--- src/rtl/jtag_test_data_register_if.sv ---
// Signal bundle between the TAP controller (master) and one test data register (slave).
// Carries the decoded DR enables, serial data and the parallel capture/update buses.
// The register length is a parameter; shift_count is sized to hold 0..WIDTH.
interface jtag_test_data_register_if #(
    parameter int unsigned WIDTH = 32
);
    localparam int unsigned CW = $clog2(WIDTH + 1);

    logic             select;
    logic             captureDR;
    logic             shiftDR;
    logic             updateDR;
    logic             tdi;
    logic             tdo;
    logic [WIDTH-1:0] capture_in;
    logic [WIDTH-1:0] update_out;
    logic             update_valid;
    logic             update_err;
    logic [CW-1:0]    shift_count;

    // TAP side: drives enables and serial/parallel inputs, observes the register.
    modport master (
        output select,
        output captureDR,
        output shiftDR,
        output updateDR,
        output tdi,
        output capture_in,
        input  tdo,
        input  update_out,
        input  update_valid,
        input  update_err,
        input  shift_count
    );

    // Register side.
    modport slave (
        input  select,
        input  captureDR,
        input  shiftDR,
        input  updateDR,
        input  tdi,
        input  capture_in,
        output tdo,
        output update_out,
        output update_valid,
        output update_err,
        output shift_count
    );
endinterface

--- src/rtl/jtag_test_data_register.sv ---
// Generic IEEE 1149.1 test data register: capture, LSB-first serial shift and a
// parallel update stage with a one-cycle commit strobe.
// Optional feature macro: JTAG_TDR_LENGTH_CHECK_EN
//   defined   - update commits only when exactly WIDTH (saturated) bits were shifted;
//               otherwise update_out holds and a sticky update_err is raised.
//   undefined - update always commits and update_err is tied low.
module jtag_test_data_register #(
    parameter int unsigned      WIDTH         = 32,
    parameter bit               CAPTURE_CONST = 1'b0,
    parameter logic [WIDTH-1:0] CAPTURE_VALUE = '0,
    parameter bit               FORCE_LSB1    = 1'b0,
    parameter logic [WIDTH-1:0] UPDATE_RESET  = '0
) (
    input logic                        tck,
    input logic                        trst,
    jtag_test_data_register_if.slave   tdr
);

    localparam int unsigned   CW       = $clog2(WIDTH + 1);
    localparam logic [CW-1:0] CountMax = CW'(WIDTH);

    logic [WIDTH-1:0] shift_q, shift_d;
    logic [WIDTH-1:0] upd_q, upd_d;
    logic [CW-1:0]    count_q, count_d;
    logic             valid_q, valid_d;
`ifdef JTAG_TDR_LENGTH_CHECK_EN
    logic             err_q, err_d;
`endif

    // Next-state decode; priority is capture > shift > update, all gated by select.
    always_comb begin
        shift_d = shift_q;
        upd_d   = upd_q;
        count_d = count_q;
        valid_d = 1'b0;
`ifdef JTAG_TDR_LENGTH_CHECK_EN
        err_d   = err_q;
`endif
        if (tdr.select) begin
            if (tdr.captureDR) begin
                shift_d = CAPTURE_CONST ? CAPTURE_VALUE : tdr.capture_in;
                if (FORCE_LSB1) begin
                    shift_d[0] = 1'b1;
                end
                count_d = '0;
`ifdef JTAG_TDR_LENGTH_CHECK_EN
                err_d   = 1'b0;
`endif
            end else if (tdr.shiftDR) begin
                // Shift right and insert tdi at the MSB; also correct for WIDTH == 1.
                shift_d             = shift_q >> 1;
                shift_d[WIDTH-1]    = tdr.tdi;
                if (count_q != CountMax) begin
                    count_d = count_q + 1'b1;
                end
            end else if (tdr.updateDR) begin
`ifdef JTAG_TDR_LENGTH_CHECK_EN
                // Count saturates at WIDTH, so over-length scans still commit.
                if (count_q == CountMax) begin
                    upd_d   = shift_q;
                    valid_d = 1'b1;
                end else begin
                    err_d   = 1'b1;
                end
`else
                upd_d   = shift_q;
                valid_d = 1'b1;
`endif
            end
        end
    end

    // Register state; trst clears everything immediately so no partial update survives.
    always_ff @(posedge tck or negedge trst) begin
        if (!trst) begin
            shift_q <= '0;
            upd_q   <= UPDATE_RESET;
            count_q <= '0;
            valid_q <= 1'b0;
`ifdef JTAG_TDR_LENGTH_CHECK_EN
            err_q   <= 1'b0;
`endif
        end else begin
            shift_q <= shift_d;
            upd_q   <= upd_d;
            count_q <= count_d;
            valid_q <= valid_d;
`ifdef JTAG_TDR_LENGTH_CHECK_EN
            err_q   <= err_d;
`endif
        end
    end

    // tdo is combinational from the LSB; the TAP retimes it onto the falling edge.
    assign tdr.tdo          = shift_q[0];
    assign tdr.update_out   = upd_q;
    assign tdr.update_valid = valid_q;
    assign tdr.shift_count  = count_q;
`ifdef JTAG_TDR_LENGTH_CHECK_EN
    assign tdr.update_err   = err_q;
`else
    assign tdr.update_err   = 1'b0;
`endif

endmodule

--- src/flat_wrapper.sv ---
// flat-port wrapper written by rule: the top's interface ports become plain ports
module jtag_test_data_register_flat 
#(
    parameter int unsigned      WIDTH         = 32,
    parameter bit               CAPTURE_CONST = 1'b0,
    parameter logic [WIDTH-1:0] CAPTURE_VALUE = '0,
    parameter bit               FORCE_LSB1    = 1'b0,
    parameter logic [WIDTH-1:0] UPDATE_RESET  = '0
)
  (tck, trst, tdr_select, tdr_captureDR, tdr_shiftDR, tdr_updateDR, tdr_tdi, tdr_capture_in, tdr_tdo, tdr_update_out, tdr_update_valid, tdr_update_err, tdr_shift_count);
  jtag_test_data_register_if #(.WIDTH(WIDTH)) tdr_i ();
  input logic tck;
  input logic trst;
  input wire logic [$bits(tdr_i.select)-1:0] tdr_select;
  input wire logic [$bits(tdr_i.captureDR)-1:0] tdr_captureDR;
  input wire logic [$bits(tdr_i.shiftDR)-1:0] tdr_shiftDR;
  input wire logic [$bits(tdr_i.updateDR)-1:0] tdr_updateDR;
  input wire logic [$bits(tdr_i.tdi)-1:0] tdr_tdi;
  input wire logic [$bits(tdr_i.capture_in)-1:0] tdr_capture_in;
  output wire logic [$bits(tdr_i.tdo)-1:0] tdr_tdo;
  output wire logic [$bits(tdr_i.update_out)-1:0] tdr_update_out;
  output wire logic [$bits(tdr_i.update_valid)-1:0] tdr_update_valid;
  output wire logic [$bits(tdr_i.update_err)-1:0] tdr_update_err;
  output wire logic [$bits(tdr_i.shift_count)-1:0] tdr_shift_count;
  assign tdr_i.select = tdr_select;
  assign tdr_i.captureDR = tdr_captureDR;
  assign tdr_i.shiftDR = tdr_shiftDR;
  assign tdr_i.updateDR = tdr_updateDR;
  assign tdr_i.tdi = tdr_tdi;
  assign tdr_i.capture_in = tdr_capture_in;
  assign tdr_tdo = tdr_i.tdo;
  assign tdr_update_out = tdr_i.update_out;
  assign tdr_update_valid = tdr_i.update_valid;
  assign tdr_update_err = tdr_i.update_err;
  assign tdr_shift_count = tdr_i.shift_count;
  jtag_test_data_register #(.WIDTH(WIDTH), .CAPTURE_CONST(CAPTURE_CONST), .CAPTURE_VALUE(CAPTURE_VALUE), .FORCE_LSB1(FORCE_LSB1), .UPDATE_RESET(UPDATE_RESET)) u_core (.tck(tck), .trst(trst), .tdr(tdr_i));
endmodule
--- config.mk ---
export PLATFORM = sky130hd
export DESIGN_NAME = jtag_test_data_register_flat
export DESIGN_NICKNAME = d
export VERILOG_FILES = /design/src/rtl/jtag_test_data_register_if.sv /design/src/rtl/jtag_test_data_register.sv /design/src/flat_wrapper.sv
export SDC_FILE = /design/constraint.sdc
export NUM_CORES = 1
export LEC_CHECK = 0
export CORE_MARGIN = 10
export CORE_UTILIZATION = 48
export DETAILED_ROUTE_END_ITERATION = 8
export GPL_TIMING_DRIVEN = 0
export PLACE_DENSITY = 0.79
export SKIP_CTS_REPAIR_TIMING = 1
export SLEW_MARGIN = 20
export SYNTH_ARGS = -nofsm -noshare
export SYNTH_HDL_FRONTEND = slang
export SYNTH_SLANG_ARGS = --single-unit
--- constraint.sdc ---
create_clock -name tck -period 1.6 [get_ports tck]
set_input_delay 0.32 -clock tck [delete_from_list [all_inputs] [get_ports tck]]
set_output_delay 0.32 -clock tck [all_outputs]
set_load 0.02 [all_outputs]
==> flow_summary.toml, run 1 <==
[global_route]
antenna_found_initial = 0
grt_max_degree = 37
grt_pass1_wl_mm = 11.6
grt_pass1_vias = 2349
grt-ovfl-total = 0
grt.total_usage_pct = 14.2

[clocking]
cts.sinks = 71
path_clk_slew_ps = 70
cts_buffers = 9
cts_max_level = 3
cts_tree = "yes"
clockBufferDepth = 2
cts-root-buf = "clkbuf_8"
worstSkewPairLatency_ps = 330

[outcome]
status = "finished, final reports clean"

[synthesis]
ys_types = 28
yosys_warnings = 0
ys_ff_latch = 71
synth_top_area_share_pct = 57.8
synth.cell_area_um2 = 3070
synth_edf_count = 0
synthArstFlopShare_pct = 100
avgSynthCellArea_um2 = 12.4
synth_area_leader_cell = "dfrtp_1"
yosys-top-cells-area = "dfrtp_1, mux2_2, mux2i_1"
synth_nets = 289
ys.flop_type = "dfrtp_1"
synthCells = 248
post-synth-top-count-cell = "dfrtp_1"
synth_seq_area_share_pct = 57.8
synth_common_cells = "dfrtp_1, nand2_1, mux2_2, mux2i_1, o21ai_0"

[drt]
drc = 0
wl_mm = 7.23
drt_pass1_iterations = 4
wl_per_cell_um = 17.0
vias_per_cell = 5.25
drt_iter0_markers = 66
ant_nets = 0
vias = 2228

[placement]
gp_congestion = 0.827
placed_cells = 404
io_buffer_count = 78
hpwl_mm = 5.19

[cells_and_area]
antenna_cells = 0
fin_cells = 424
layout.nets = 384
drive_gt1_share_pct = 18.2
area_delta_synth_final_pct = 39.3

[power]
peakVddDrop_v = 0.000726
p_leak_nw = 2.46
p_per_area_nw_per_um2 = 1200

[critical_path]
cp-start-kind = "input pin"
end_kind = "flop"
max_stage_delay_ps = 450
required_ps = 1810
crit_arrival_ps = 1740
path_buf_inv = 3
crit_fanout = 10
path_class = "in -> reg"
crit_chain = "clkdlybuf4s50_1 > nand2_1 > nor3_4 > buf_4 > buf_6 > mux2_2"
cp_top_family = "buffers and inverters"
slowest_stage = "clkdlybuf4s50_1"

[floorplan]
placementRows = 29
core_um2 = 6280
die-area_um2 = 10000
die_w_um = 100
fp.dieH_um = 100
io_pins = 80
start_util_pct = 49.0

[timing]
hold_viol_final = 0
fmax_ghz = 0.653
period_share_pct = 95.8
drv_slew = 0
holdWs_ps = 443
finClkSkew_ps = 3.09
layout_min_cycle_time_ps = 1530
setup_viol = 0

[flow_run]
drv_cap = 0

[hold_path]
min_path_type = "in -> reg"
-- through the flow --
step	setup slack, ps	util, %	TNS, ps	total power, W	area (um^2)
floorplan	241	-	0	0.00321	3070
CTS	-201	65.7	-4050	0.00527	4130
global route	-8.86	68.2	-9.76	0.00544	4280
detailed placement	-424	63.2	-26320	0.00405	3970
global placement	-2210	62.9	-181630	0.00400	3950
finish	67.6	68.2	0	0.00515	4280
-- worst register-to-register path: stages (launching register included) --
cell	delay, ps
dfrtp_1	450
inv_1	70
ha_1	220
a41o_1	220
mux2_2	260
-- path summary, 6_finish.rpt --
check                                     startpoint                   endpoint  slack, ps  cells after the start
setup / recovery                        tdr_updateDR  u_core.tdr.update_out[10]         70                      6
hold / removal                            tdr_select  u_core.tdr.shift_count[3]        440                      3
setup reg to reg           u_core.tdr.shift_count[0]  u_core.tdr.shift_count[0]        270                      4
hold reg to reg            u_core.tdr.update_out[19]  u_core.tdr.update_out[19]        500                      1
max in group asynchronous                       trst         u_core.shift_q[21]        560                      3
min in group asynchronous                       trst  u_core.tdr.shift_count[4]        490                      2
-- cell families after synthesis --
kind of cell | Yosys count | synth area share [%]
AO/OA/AOI/OAI | 46 | 8.51
adder cells (fa/ha/maj) | 2 | 0.814
buffers and inverters | 19 | 3.95
flip-flops | 71 | 57.8
multiplexers | 65 | 22.5
other | 1 | 0.122
AND/OR/NAND/NOR | 44 | 6.27
-- per-layer routing --
metal | wire, um | GRT usage [%]
met1 | 3140 | 17.2
met5 | 0 | 0
met4 | 25 | 3.91
met2 | 3580 | 22.8
met3 | 485 | 6.11
-- cells in the final DEF (no fill, tap or decap), types with 4 or more instances in the layout --
cell type,synthesis,layout
dlymetal6s2s_1,0,42
mux2i_1,32,32
buf_4,4,8
mux2_2,32,32
nand2_1,35,35
buf_6,4,4
dfrtp_1,71,71
o21ai_0,32,32
clkbuf_8,0,10
clkdlybuf4s50_1,0,35
clkbuf_1,4,8
-- state kept, by name (all words and copies together), names as in the netlist --
register and count:
u_core.shift_q 32, u_core.tdr.shift_count 6, u_core.tdr.update_out 32, u_core.tdr.update_valid 1
-- where the power goes --
group | switching, W | internal (W)
logic | 0.000742 | 0.000790
clock network | 0.000601 | 0.000598
registers | 0.000236 | 0.00218
total | 0.00158 | 0.00357
-- area by class of cell --
cell class / count / area [um^2]
fill: 483 / 2000
sequential: 71 / 1780
multi-input combinational: 158 / 1180
timing repair buffer: 84 / 941
clock buffer: 14 / 153
buffer: 16 / 115
tap: 77 / 96.3
inverter: 3 / 11.3
clock inverter: 1 / 5.00
Power figures use the tool's default switching activity.
==> run 2: changes to the inputs <==
- CAP_MARGIN: unset -> 0
- PLACE_DENSITY: 0.79 -> unset
- PLACE_DENSITY_LB_ADDON: unset -> 0.15
- SLEW_MARGIN: 20 -> 10
==> flow_summary.toml, run 2 (synthesized netlist as in run 1, its figures left out) <==
[outcome]
status = "finished, final reports clean"

[timing]
rsz0062_at_grt = "false"
timing.setup.tns_ps = 0
layout_min_cycle_time_ps = 1500
period_share_pct = 93.9
hold_viol_final = 0
setup_viol = 0
fmax_ghz = 0.665
drv_slew = 0
finClkSkew_ps = 5.79

[critical_path]
crit_start = "tdr_updateDR"
crit_arrival_ps = 1730
path_class = "in -> reg"
r2r_cells = 4
crit_fanout = 10
timing.rr.start = "u_core.tdr.shift_count[2]"
end_kind = "flop"
required_ps = 1830
worst-r2r-setup-slack_ps = 280
rr_endpoint = "u_core.tdr.shift_count[0]"
cp-start-kind = "input pin"
critPathCapture = "u_core.tdr.update_out[21]"

[clocking]
path_clk_slew_ps = 70
worstSkewPairLatency_ps = 350
cts_buffers = 9
clockBufferDepth = 2
cts.sinks = 71
cts_tree = "yes"
cts_max_level = 3
cts-root-buf = "clkbuf_8"

[cells_and_area]
fillCellCount = 473
layout_commonest_cell = "dfrtp_1"
finish.utilization_pct = 69.4
fin_cells = 425
layout.nets = 384
area_delta_synth_final_pct = 41.9
drive_gt1_share_pct = 20.4
final_cell_mix = "dfrtp_1, dlymetal6s2s_1, nand2_1, clkdlybuf4s50_1"
antenna_cells = 0

[drt]
vias = 2151
vias_per_cell = 5.06
drt_iter0_markers = 76
ant_nets = 0
wl_per_cell_um = 17.0
drc = 0
wl_mm = 7.21
drt_pass1_iterations = 4

[global_route]
grt.total_usage_pct = 14.6
grt_pass1_wl_mm = 11.6
grt-ovfl-total = 0
antenna_found_initial = 0
grt_max_degree = 55
grt_pass1_vias = 2275

[floorplan]
fp.dieH_um = 100
die_w_um = 100
io_pins = 80
placementRows = 29
start_util_pct = 49.0
die-area_um2 = 10000
core_um2 = 6280

[flow_run]
drv_cap = 0

[power]
p_leak_nw = 2.49
p_per_area_nw_per_um2 = 1260
peakVddDrop_v = 0.000679

[placement]
hpwl_mm = 5.15
io_buffer_count = 78
placed_cells = 404
gp_congestion = 0.818

[hold_path]
min_path_type = "in -> async"
run 2: critical path, stage by stage:
cell             delay (ps)
clkdlybuf4s50_1         450
nand2_1                  90
nor3_4                  170
buf_4                   180
buf_6                   160
mux2_2                  350
run 2: cell type report:
class,instances,area (um^2),area share [%]
clock buffers,12,165,3.79
inverters,3,11.3,0.258
clock inverters,4,52.6,1.21
flip-flops and latches,71,1780,40.8
repair buffers,85,958,22.0
multi-input cells,158,1180,27.1
well taps,77,96.3,2.21
plain buffers,15,116,2.67
run 2: how the worst min path moves through the flow:
stage	from	to	slack, ps	cells after the start
floorplan	trst	u_core.shift_q[0]	20	0
global placement	u_core.shift_q[7]	u_core.shift_q[7]	480	2
detailed placement	trst	u_core.tdr.shift_count[0]	220	1
CTS	trst	u_core.tdr.update_out[0]	-160	1
global route	trst	u_core.tdr.update_out[0]	420	2
finish	trst	u_core.tdr.shift_count[0]	390	2
run 2: per-layer routing:
metal	wire (um)	GRT usage, %	vias to the layer above
li1	-	-	1059
met1	3140	17.8	1031
met2	3460	22.5	48
met3	480	5.49	13
met4	131	6.52	0
met5	0	0	-
run 2: power breakdown:
part / switching, W / leakage, nW / internal (W)
clock network: 0.000688 / 0.101 / 0.000847
logic: 0.000740 / 1.49 / 0.000796
registers: 0.000235 / 0.902 / 0.00218
total: 0.00166 / 2.49 / 0.00382
run 2: through the flow:
step,hold WS [ps],instance area (um^2),worst slack [ps],total power (W)
floorplan,24.4,3070,241,0.00321
finish,392,4360,96.9,0.00548
global placement,484,3950,-2220,0.00400
detailed placement,219,3980,-440,0.00406
global route,416,4360,26.5,0.00575
CTS,-156,4190,-193,0.00559
==> run 3: changes to the inputs <==
- CAP_MARGIN: 0 -> unset
==> results of run 3 <==
The final DEF is identical to that of run 2; final timing and power are the same.
